**src/rtl/fifo_rd_pkg.sv**
```systemverilog
// Shared types for the FIFO read-side burst drainer: FSM state encoding and
// the width of the lifetime pop counter.
package fifo_rd_pkg;

  localparam int RD_COUNT_W = 16;

  typedef enum logic [1:0] {
    IDLE  = 2'd0,
    DRAIN = 2'd1,
    FLUSH = 2'd2,
    DONE  = 2'd3
  } rd_state_e;

endpackage

```
**src/rtl/fifo_rd_skid.sv**
```systemverilog
// Two-entry in-order buffer between the FIFO pop and the downstream stream.
// The caller never pushes when full nor pops when empty.
module fifo_rd_skid #(
  parameter int DSIZE = 8
) (
  input  logic             clk,
  input  logic             rst_n,
  input  logic             i_push,
  input  logic [DSIZE-1:0] i_din,
  input  logic             i_pop,
  output logic [DSIZE-1:0] o_dout,
  output logic [1:0]       o_occupancy
);

  logic [DSIZE-1:0] r_mem [2];
  logic             r_wr_ptr;
  logic             r_rd_ptr;
  logic [1:0]       r_occ;

  always_ff @(posedge clk or negedge rst_n) begin
    if (!rst_n) begin
      r_wr_ptr <= 1'b0;
      r_rd_ptr <= 1'b0;
      r_occ    <= 2'd0;
    end else begin
      if (i_push) r_wr_ptr <= ~r_wr_ptr;
      if (i_pop)  r_rd_ptr <= ~r_rd_ptr;
      case ({i_push, i_pop})
        2'b10:   r_occ <= r_occ + 2'd1;
        2'b01:   r_occ <= r_occ - 2'd1;
        default: r_occ <= r_occ;
      endcase
    end
  end

  // Payload needs no reset: occupancy alone decides what is visible.
  always_ff @(posedge clk) begin
    if (i_push) r_mem[r_wr_ptr] <= i_din;
  end

  assign o_dout      = r_mem[r_rd_ptr];
  assign o_occupancy = r_occ;

endmodule

```
**src/rtl/fifo_rd_drain.sv**
```systemverilog
// Drains a burst of burst_len words from a FIFO read port into a valid/ready
// stream. Optional running XOR of popped words: define FIFO_RD_CHECKSUM_EN.
module fifo_rd_drain
  import fifo_rd_pkg::*;
#(
  parameter int DSIZE  = 8,
  parameter int LWIDTH = 8
) (
  input  logic                  rclk,
  input  logic                  rrst_n,
  input  logic                  rempty,
  input  logic [DSIZE-1:0]      rdata,
  output logic                  rinc,
  input  logic                  start,
  input  logic [LWIDTH-1:0]     burst_len,
  output logic                  busy,
  output logic                  done,
  output logic                  m_valid,
  output logic [DSIZE-1:0]      m_data,
  input  logic                  m_ready,
  output logic [RD_COUNT_W-1:0] rd_count,
  output logic [DSIZE-1:0]      checksum
);

  rd_state_e             r_state;
  rd_state_e             w_state_next;
  logic [LWIDTH-1:0]     r_remaining;
  logic [RD_COUNT_W-1:0] r_rd_count;
  logic [1:0]            w_occ;
  logic                  w_rinc;
  logic                  w_xfer;
  logic                  w_load;
  logic                  w_buf_empties;

  assign w_rinc  = (r_state == DRAIN) && !rempty && (r_remaining != '0) && (w_occ != 2'd2);
  assign m_valid = (w_occ != 2'd0);
  assign w_xfer  = m_valid && m_ready;
  // Buffer is empty after this edge: lets done follow the final transfer directly.
  assign w_buf_empties = (w_occ == 2'd0) || ((w_occ == 2'd1) && w_xfer && !w_rinc);

  fifo_rd_skid #(.DSIZE(DSIZE)) u_skid (
    .clk         (rclk),
    .rst_n       (rrst_n),
    .i_push      (w_rinc),
    .i_din       (rdata),
    .i_pop       (w_xfer),
    .o_dout      (m_data),
    .o_occupancy (w_occ)
  );

  always_comb begin
    w_state_next = r_state;
    w_load       = 1'b0;
    busy         = (r_state != IDLE);
    done         = (r_state == DONE);
    case (r_state)
      IDLE: begin
        if (start) begin
          w_state_next = DRAIN;
          w_load       = 1'b1;
        end
      end
      DRAIN: begin
        if ((r_remaining == '0) || (w_rinc && (r_remaining == LWIDTH'(1))))
          w_state_next = FLUSH;
      end
      FLUSH: begin
        if (w_buf_empties) w_state_next = DONE;
      end
      DONE:    w_state_next = IDLE;
      default: w_state_next = IDLE;
    endcase
  end

  always_ff @(posedge rclk or negedge rrst_n) begin
    if (!rrst_n) begin
      r_state     <= IDLE;
      r_remaining <= '0;
      r_rd_count  <= '0;
    end else begin
      r_state <= w_state_next;
      if (w_load)      r_remaining <= burst_len;
      else if (w_rinc) r_remaining <= r_remaining - LWIDTH'(1);
      if (w_rinc)      r_rd_count  <= r_rd_count + RD_COUNT_W'(1);
    end
  end

  assign rinc     = w_rinc;
  assign rd_count = r_rd_count;

`ifdef FIFO_RD_CHECKSUM_EN
  logic [DSIZE-1:0] r_checksum;

  // Cleared only by an accepted start, so the value holds after DONE.
  always_ff @(posedge rclk or negedge rrst_n) begin
    if (!rrst_n)     r_checksum <= '0;
    else if (w_load) r_checksum <= '0;
    else if (w_rinc) r_checksum <= r_checksum ^ rdata;
  end

  assign checksum = r_checksum;
`else
  assign checksum = '0;
`endif

endmodule

```
**config.mk**
```make
export PLATFORM = sky130hd
export DESIGN_NAME = fifo_rd_drain
export DESIGN_NICKNAME = d
export VERILOG_FILES = /design/src/rtl/fifo_rd_pkg.sv /design/src/rtl/fifo_rd_skid.sv /design/src/rtl/fifo_rd_drain.sv
export SDC_FILE = /design/constraint.sdc
export NUM_CORES = 1
export LEC_CHECK = 0
export CORE_UTILIZATION = 40
export CTS_BUF_LIST = sky130_fd_sc_hd__clkbuf_4 sky130_fd_sc_hd__clkbuf_8
export CTS_CLUSTER_DIAMETER = 50
export DETAILED_ROUTE_END_ITERATION = 8
export PLACE_DENSITY_LB_ADDON = 0.25
export RECOVER_POWER = 100
export SLEW_MARGIN = 20
export SYNTH_ARGS = -nofsm -noshare
export SYNTH_HDL_FRONTEND = slang
export SYNTH_SLANG_ARGS = --single-unit
```
**constraint.sdc**
```tcl
create_clock -name rclk -period 2.75 [get_ports rclk]
set_input_delay 0.55 -clock rclk [delete_from_list [all_inputs] [get_ports rclk]]
set_output_delay 0.55 -clock rclk [all_outputs]
set_load 0.05 [all_outputs]
```
==> summary.md, run 1 <==
| Metric | Value |
|---|---|
| CP Max Fanout | 9 |
| Critical path class | reg -> out |
| Layout Utilization | 0.549 |
| #FFs+latches synth | 46 |
| Crit path time final | 2560 ps |
| Worst skew pair latency | just under 300 ps |
| CP max stage cell | dlygate4sd3_1 |
| Total number of vias | roughly 1500 |
| Post-layout total power | approximately 2.7 mW |
| Worst VDD drop | 0.000603 V |
| Hold slack | ~480 ps |
| All-Layer GR Usage | 0.145 |
| TritonCTS Buffers | 5 |
| Final Max Slew Viols | 31 |
| Die width | about 77 um |
| Setup ws final | 186 ps |
| TritonCTS clock tree | built |
| Hold Path Class | reg -> reg |
| Post-CTS sizing | 0 |
| Yosys cell types | 36 |
| EDFF count, synth | 16 |
| Die Span Y | 77.1 um |
| Share of cells above drive strength 1 | 0.0854 |
| Non-filler cells, final | 316 |
| Syn-to-layout area delta | 28.3% |
| Mapped Cells | about 190 |
| # port buffers | 48 |
| Filler instances | slightly below 500 |
| Antenna violations before repair | 0 |
| I/O pin cnt | 57 |
| Commonest register cell after synthesis | dfrtp_1 |
| Critical Path, Cell by Cell | mux2_2, dlygate4sd3_1 |
| Placed insts | about 310 |
| RSZ-0062 raised after global routing | false |
| Place WS | approximately 230 ps |
| Core area | 5270 um^2 |
| Synth top area share | 0.333 |
| Gpl congestion | 0.750 |
| Area leader, netlist | dfrtp_1 |
| Async SR Flop Fraction | 0.652 |
| Post-synthesis sequential area ratio | 0.546 |
| WL final | 3.94 mm |
| Drt pass-1 iters | 4 |
| Yosys warns | 0 |
| Power Dens Cells | 946 nW/um^2 |
| Clk sinks | between 40 and 50 |
| Setup bufs post-CTS | 0 |
| Vias/cell | 4.68 |
| Slew margin rel. | -0.114 |
| Worst EP arrival | approximately 2000 ps |
| Overflow after GRT | 0 |
| Fin. Hold Viols | 0 |
| Vias in the first global route | between 1000 and 1500 |
| Startpoint types | flip-flop |
| Initial Utilization | 0.428 |
| Largest net degree at the start of global routing | 31 |
| Clock Tree Root | clkbuf_8 |
| First-pass GRT wire length | 6.71 mm |
| Synth Area per Inst | roughly 12 um^2 |
| Top-count cell post-synth | dfrtp_1 |
| Largest cells by area after synthesis | dfrtp_1 (33%), edfxtp_1 (21%), xnor2_1 (6.6%), ha_1 (6.1%), mux2_2 (4.5%) |
| H-tree Lvls | 2 |
| Peak Freq | between 300 and 400 MHz |
| CP Data Required Time | about 2200 ps |
| Fin crit share | 0.932 |
| Worst path max stage delay | ~770 ps |
| # setup viols final | 0 |
| Layout Nets | roughly 280 |
| Number of diodes | 0 |
| CTS Hold Bufs | 0 |
| Final Cell Area | about 2900 um^2 |
| WHS Path Cells | 1 |
| Clock slew at reported path FFs | about 80 ps |
| Synth cell count leaders | dfrtp_1 (30), nand2_1 (19), nor2_1 (17), xnor2_1 (17), edfxtp_1 (16) |
| Wire per inst | between 10 and 15 um |
| Number of remaining DRC errors | 0 |
| Status | finished, violations left |
| Violated checks | capacitance limit, slew limit |
| Lkg Pwr | between 1 and 1.5 nW |
| Nature of the critical path endpoint | output pin |
| Dpl cell area | between 2000 and 3000 um^2 |
| Worst reg-to-reg path cell count | 7 |
| Cell row count | 26 |
| Antenna-violating nets left | 0 |
| DP Wirelength | 2.82 mm |
| Mapped Area | around 2300 um^2 |
| Setup TNS | 0 ps |
| Drt initial violations | 43 |
| Setup Skew | 5.15 ps |
| Die Area | just under 6000 um^2 |
| Slew @ Worst Pin | 1670 ps |
| CTS max path bufs | 2 |
| Max_cap viols | 1 |
[state kept, by name, indices dropped and copies added, names as in the netlist]
| register | cells |
|---|---|
| r_remaining | 8 |
| r_state | 2 |
| rd_count | 16 |
| u_skid.o_occupancy | 2 |
| u_skid.r_mem | 16 |
| u_skid.r_rd_ptr | 1 |
| u_skid.r_wr_ptr | 1 |
[worst max-delay path, delay by kind of cell, from the launching register on]
kind	cells	cell delay [ps]
buffers and inverters	1	770
flip-flops	1	580
multiplexers	1	370
[cell type report]
type | count | area, um^2 | area share
flip-flops and latches | 46 | 1230 | 0.426
multi-input cells | 131 | 921 | 0.318
repair buffers | 52 | 505 | 0.175
well taps | 70 | 87.6 | 0.0303
clock buffers | 6 | 76.3 | 0.0264
clock inverters | 2 | 37.5 | 0.0130
inverters | 9 | 33.8 | 0.0117
[report_power, final]
| part | switching, mW | internal [mW] |
|---|---|---|
| Clock | 0.213 | 0.281 |
| Sequential | 0.182 | 0.880 |
| Combinational | 0.726 | 0.453 |
[logic make-up (layout without fill, tap and decap cells)]
logic type,after synthesis,after routing,share of synthesized area
other,1,8,0.00166
flip-flops,46,46,0.546
buffers and inverters,21,69,0.0533
XOR/XNOR,26,26,0.101
AO/OA/AOI/OAI,18,18,0.0483
AND/OR/NAND/NOR,58,58,0.139
adder cells (fa/ha/maj),11,11,0.0610
multiplexers,10,10,0.0494
[path summary, 6_finish.rpt]
path                                  from            endpoint  slack [ps]
hold reg to reg               rd_count[15]        rd_count[15]         480
setup reg to reg                r_state[1]  u_skid.r_mem[0][3]         250
setup / recovery           u_skid.r_rd_ptr           m_data[5]         190
min in group asynchronous           rrst_n         rd_count[3]        1220
hold / removal                rd_count[15]        rd_count[15]         480
max in group asynchronous           rrst_n     u_skid.r_wr_ptr         570
[placed cells by master (no fill, tap or decap), drive strengths merged, types with 5 or more instances in the layout]
| cell type | n |
|---|---|
| nand2 | 19 |
| edfxtp | 16 |
| dlygate4sd3 | 36 |
| a21oi | 10 |
| and3 | 5 |
| ha | 11 |
| clkdlybuf4s50 | 11 |
| clkbuf | 10 |
| nor2 | 17 |
| conb | 8 |
| xnor2 | 17 |
| dfrtp | 30 |
| inv | 9 |
| xor2 | 9 |
| mux2 | 9 |
| nand4 | 5 |
[metal layers]
metal,part of all wire,vias to the layer above,global-route usage,wire (um)
li1,-,738,-,-
met1,0.48,702,0.195,1900
met2,0.46,34,0.228,1810
met3,0.047,4,0.0381,183
met4,0.0097,0,0.0453,38
met5,0,-,0,0
Note: power is estimated with default switching activity, not from simulation.
==> run 2: changes to the inputs <==
==> constraint.sdc (replaced) <==
create_clock -name rclk -period 2.11 [get_ports rclk]
set_input_delay 0.211 -clock rclk [delete_from_list [all_inputs] [get_ports rclk]]
set_output_delay 0.211 -clock rclk [all_outputs]
set_load 0.05 [all_outputs]
==> summary.md, run 2 (same netlist as run 1, synthesis figures left out) <==
| Metric | Value |
|---|---|
| Dpl cell area | 2880 um^2 |
| Reg power frac | 0.386 |
| Worst skew pair latency | 300 ps |
| Initial Utilization | 0.428 |
| Layout Nets | 288 |
| Fin. Hold Viols | 0 |
| Lkg Pwr | 1.32 nW |
| Antenna-violating nets left | 0 |
| Syn-to-layout area delta | 32.5% |
| I/O pin cnt | 57 |
| Hold Path Class | reg -> reg |
| Clock Power Share | 0.149 |
| TritonCTS clock tree | built |
| Nature of the critical path endpoint | flip-flop |
| Post-layout total power | 3.61 mW |
| Share of cells above drive strength 1 | 0.191 |
| Worst reg-to-reg path cell count | 7 |
| WHS Path Cells | 1 |
| Hold slack | 481 ps |
| Most common cell after layout, fill and taps aside | dfrtp_1 |
| Worst EP arrival | approximately 2200 ps |
| Slew margin rel. | 0.492 |
| Number of remaining DRC errors | 0 |
| DP Wirelength | around 2.8 mm |
| H-tree Lvls | 2 |
| Die Span Y | around 77 um |
| All-Layer GR Usage | 0.153 |
| TritonCTS Buffers | 5 |
| Vias in the first global route | ~1500 |
| Clock slew at reported path FFs | ~90 ps |
| Commonest cells after routing, fill and taps aside | dfrtp_1 (30), dlygate4sd3_1 (24), nand2_1 (19) |
| # port buffers | between 40 and 50 |
| Filler instances | between 400 and 500 |
| Number of diodes | 0 |
| Drt initial violations | 111 |
| Peak Freq | approximately 490 MHz |
| Placed insts | 318 |
| Slew @ Worst Pin | between 700 and 800 ps |
| Final Max Slew Viols | 0 |
| CP Data Required Time | about 2300 ps |
| CP Max Fanout | 5 |
| Largest net degree at the start of global routing | 31 |
| Die width | slightly below 80 um |
| Status | finished, final reports clean |
| # setup viols final | 0 |
| Cell row count | 26 |
| FF/Latch Area | between 1000 and 1500 um^2 |
| Wire per inst | approximately 13 um |
| Sw Pwr | around 1.5 mW |
| Max_cap viols | 0 |
| Antenna violations before repair | 0 |
| Startpoint types | flip-flop |
| CTS max path bufs | 2 |
| Clk sinks | 46 |
| Overflow after GRT | 0 |
| Setup Skew | roughly 9.3 ps |
| Fin crit share | 0.963 |
| Gpl congestion | ~0.75 |
| Int Pwr | 2.07 mW |
| Drt pass-1 iters | 4 |
| Power Dens Cells | approximately 1200 nW/um^2 |
| Area of the multi-input gates | a little under 1000 um^2 |
| Critical path class | reg -> reg |
| Vias/cell | about 4.6 |
| Final Cell Area | about 3000 um^2 |
| Core area | around 5300 um^2 |
| WL final | approximately 4 mm |
| Worst VDD drop | between 0.0007 and 0.0008 V |
| Switching Fraction | 0.427 |
| First-pass GRT wire length | 6.99 mm |
| Total number of vias | about 1500 |
| Clock Tree Root | clkbuf_8 |
| Combinational power share | 0.465 |
| Crit path time final | slightly above 2000 ps |
| Die Area | 5940 um^2 |
| Non-filler cells, final | ~330 |
==> run 2: per-stage QoR <==
stage	setup slack [ps]	setup TNS (ps)	utilization
floorplan	2.18	0	-
global placement	-8.44	-8.44	0.546
detailed placement	-58.2	-64.8	0.546
CTS	4.79	0	0.566
global route	-14.8	-14.8	0.567
finish	78.9	0	0.567
==> run 2: layout make-up <==
cell class / instances / area share
multi-input combinational: 131 / 0.332
tap: 70 / 0.0293
timing repair buffer: 63 / 0.184
inverter: 9 / 0.0121
clock inverter: 2 / 0.00461
clock buffer: 6 / 0.0256
sequential: 46 / 0.412
==> run 2: timing repair <==
action,in CTS,in global routing
buffers inserted,1,0
endpoints found under the setup margin,10,20
resized for setup,3,24
hold buffers,0,0
pin swaps,0,2
==> run 2: layer usage <==
metal / part of all wire / track usage / wire length [um] / up-vias
met5: 0 / 0 / 0 / -
met4: 0.016 / 0.0623 / 64 / 0
met3: 0.050 / 0.0381 / 205 / 5
met2: 0.46 / 0.233 / 1870 / 36
met1: 0.48 / 0.207 / 1960 / 709
li1: - / - / - / 763
==> run 2: power by group through the flow <==
| stage | logic [mW] | clock network (mW) | registers, mW |
|---|---|---|---|
| after floorplan | 1.12 | 0 | 1.45 |
| after global placement | 1.70 | 0 | 1.39 |
| after detailed placement | 1.71 | 0 | 1.40 |
| after CTS | 1.74 | 0.552 | 1.39 |
| after global routing | 1.83 | 0.591 | 1.43 |
| final | 1.68 | 0.537 | 1.39 |
==> run 2: critical path, cell delays in order, from the launching register on <==
cell and delay (ps):
dfrtp_1 370, inv_2 50, ha_2 180, or3b_4 400
a21o_4 220, and3_1 200, o21ai_2 150, mux2_2 350
==> run 2: final timing paths <==
check | startpoint | to | slack (ps)
max | u_skid.o_occupancy[0] | r_state[1] | 80
min | rd_count[10] | rd_count[10] | 480
max reg2reg | u_skid.o_occupancy[0] | r_state[1] | 80
min reg2reg | rd_count[10] | rd_count[10] | 480
max in group asynchronous | rrst_n | rd_count[13] | 1120
min in group asynchronous | rrst_n | rd_count[1] | 510
==> run 3: changes to the inputs <==
Settings changed: CORE_UTILIZATION 40 to 45, CTS_CLUSTER_DIAMETER 50 to not set.
==> summary.md, run 3 (same netlist as run 1, synthesis figures left out) <==
| Metric | Value |
|---|---|
| Status | finished, violations left |
| Violated checks | setup timing |
| CTS Hold Bufs | 0 |
| Nature of the critical path endpoint | output pin |
| Syn-to-layout area delta | 36.3% |
| Die width | 72.8 um |
| Fin. Hold Viols | 0 |
| RSZ-0062 raised after global routing | true |
| Vias/cell | approximately 4.8 |
| Number of diodes | 0 |
| Wire per inst | around 13 um |
| Setup Skew | about 10 ps |
| Total number of vias | 1587 |
| I/O pin cnt | 57 |
| DP Wirelength | around 3.0 mm |
| H-tree Lvls | 2 |
| Worst skew pair latency | around 300 ps |
| Final Max Slew Viols | 0 |
| Antenna-violating nets left | 0 |
| Largest net degree at the start of global routing | 31 |
| HP Start | rd_count[15] |
| Lkg Pwr | approximately 1.4 nW |
| Slew @ Worst Pin | around 750 ps |
| Most common cell after layout, fill and taps aside | dfrtp_1 |
| Drt pass-1 iters | 4 |
| Worst VDD drop | between 0.0007 and 0.0008 V |
| Fin crit share | 1.00 |
| Clk sinks | 46 |
| Worst R2R End | u_skid.r_mem[0][2] |
| Slew margin rel. | 0.498 |
| Worst path max stage delay | roughly 380 ps |
| Worst reg-to-reg path cell count | 5 |
| Clock slew at reported path FFs | about 90 ps |
| Power Dens Cells | ~1300 nW/um^2 |
| Die Span Y | slightly above 70 um |
| Initial Utilization | 0.471 |
| Most common cell on crit path | buf_6 |
| CP delay by family, top | buffers and inverters |
| Drt initial violations | 54 |
| All-Layer GR Usage | 0.178 |
| Die Area | approximately 5300 um^2 |
| Peak Freq | about 470 MHz |
| Setup ws final | -5.10 ps |
| CP Max Fanout | 5 |
| WL final | between 4 and 5 mm |
| R2r setup slk | about 40 ps |
| TritonCTS clock tree | built |
| Placed insts | 316 |
| Clock Tree Root | clkbuf_8 |
| # port buffers | 48 |
| WHS Path Cells | 1 |
| CP Data Required Time | around 1900 ps |
| Overflow after GRT | 0 |
| Commonest cells after routing, fill and taps aside | dfrtp_1 (29), dlygate4sd3_1 (25), nand2_1 (19) |
| Hold Path Class | reg -> reg |
| Setup TNS | -5.10 ps |
| CP max stage cell | dfrtp_1 |
| Critical path class | reg -> out |
| First-pass GRT wire length | between 6 and 7 mm |
| Crit path time final | 2120 ps |
| RR Startpoint | u_skid.o_occupancy[0] |
| Max_cap viols | 0 |
| Startpoint types | flip-flop |
| Non-filler cells, final | roughly 330 |
| Core area | ~4800 um^2 |
| Worst EP arrival | roughly 1900 ps |
| # setup viols final | 1 |
| Hold slack | approximately 460 ps |
| Vias in the first global route | roughly 1500 |
| Buffers & Inverters on Critical Path | 5 |
| Layout Nets | around 290 |
| Cell row count | 25 |
| Layout Utilization | 0.642 |
| Share of cells above drive strength 1 | 0.210 |
| WHS Endpoint | rd_count[15] |
| CTS max path bufs | 2 |
| Antenna violations before repair | 0 |
| Gpl congestion | between 0.7 and 0.8 |
| Critical Path, Cell by Cell | inv_2, ha_2, or3b_4, a21o_4, buf_6, inv_6, buf_6, buf_12 |
| TritonCTS Buffers | 5 |
| Number of remaining DRC errors | 0 |
==> run 3: power by group <==
group / switching, mW / total [mW] / internal (mW) / leakage, nW
clock: 0.301 / 0.776 / 0.474 / 0.0683
combinational: 1.05 / 1.78 / 0.729 / 0.780
sequential: 0.240 / 1.39 / 1.15 / 0.522
total: 1.59 / 3.95 / 2.35 / 1.37
==> run 3: final cells by class <==
class	instances	area (um^2)
multi-input cells	131	977
well taps	67	83.8
clock buffers	5	68.8
fillers	408	1710
repair buffers	68	603
inverters	9	38.8
clock inverters	3	68.8
flip-flops and latches	46	1230
==> run 3: per-stage QoR <==
stage	instance area, um^2	total power [mW]	setup slack [ps]
after global routing	3070	4.18	-55.5
after detailed placement	2880	3.14	-87.0
final	3070	3.95	-5.10
after global placement	2880	3.11	-52.2
after floorplan	2290	2.57	2.18
after CTS	3090	4.00	-3.49
==> run 3: repair_timing <==
item | in CTS | in global routing
setup endpoints to repair | 25 | 25
endpoints found under the hold margin | 0 | 0
pin swaps | 2 | 4
buffers inserted | 5 | 1
gates resized for setup | 13 | 12
==> run 3: how the worst max path moves through the flow <==
stage | from | to | slack [ps] | cells past startpoint
after floorplan | r_state[1] | u_skid.r_mem[1][0] | 2 | 8
after global placement | rempty | r_state[1] | -50 | 6
after detailed placement | rempty | r_state[1] | -90 | 6
after CTS | u_skid.o_occupancy[0] | rinc | -3 | 8
after global routing | r_state[1] | rinc | -60 | 8
final | u_skid.o_occupancy[0] | rinc | -5 | 8
==> run 3: layer usage <==
metal	routed length, um	GRT usage	up-vias
met5	0	0	-
met4	51	0.0523	0
met3	182	0.0497	4
met2	2290	0.309	35
met1	1910	0.214	772
li1	-	-	776
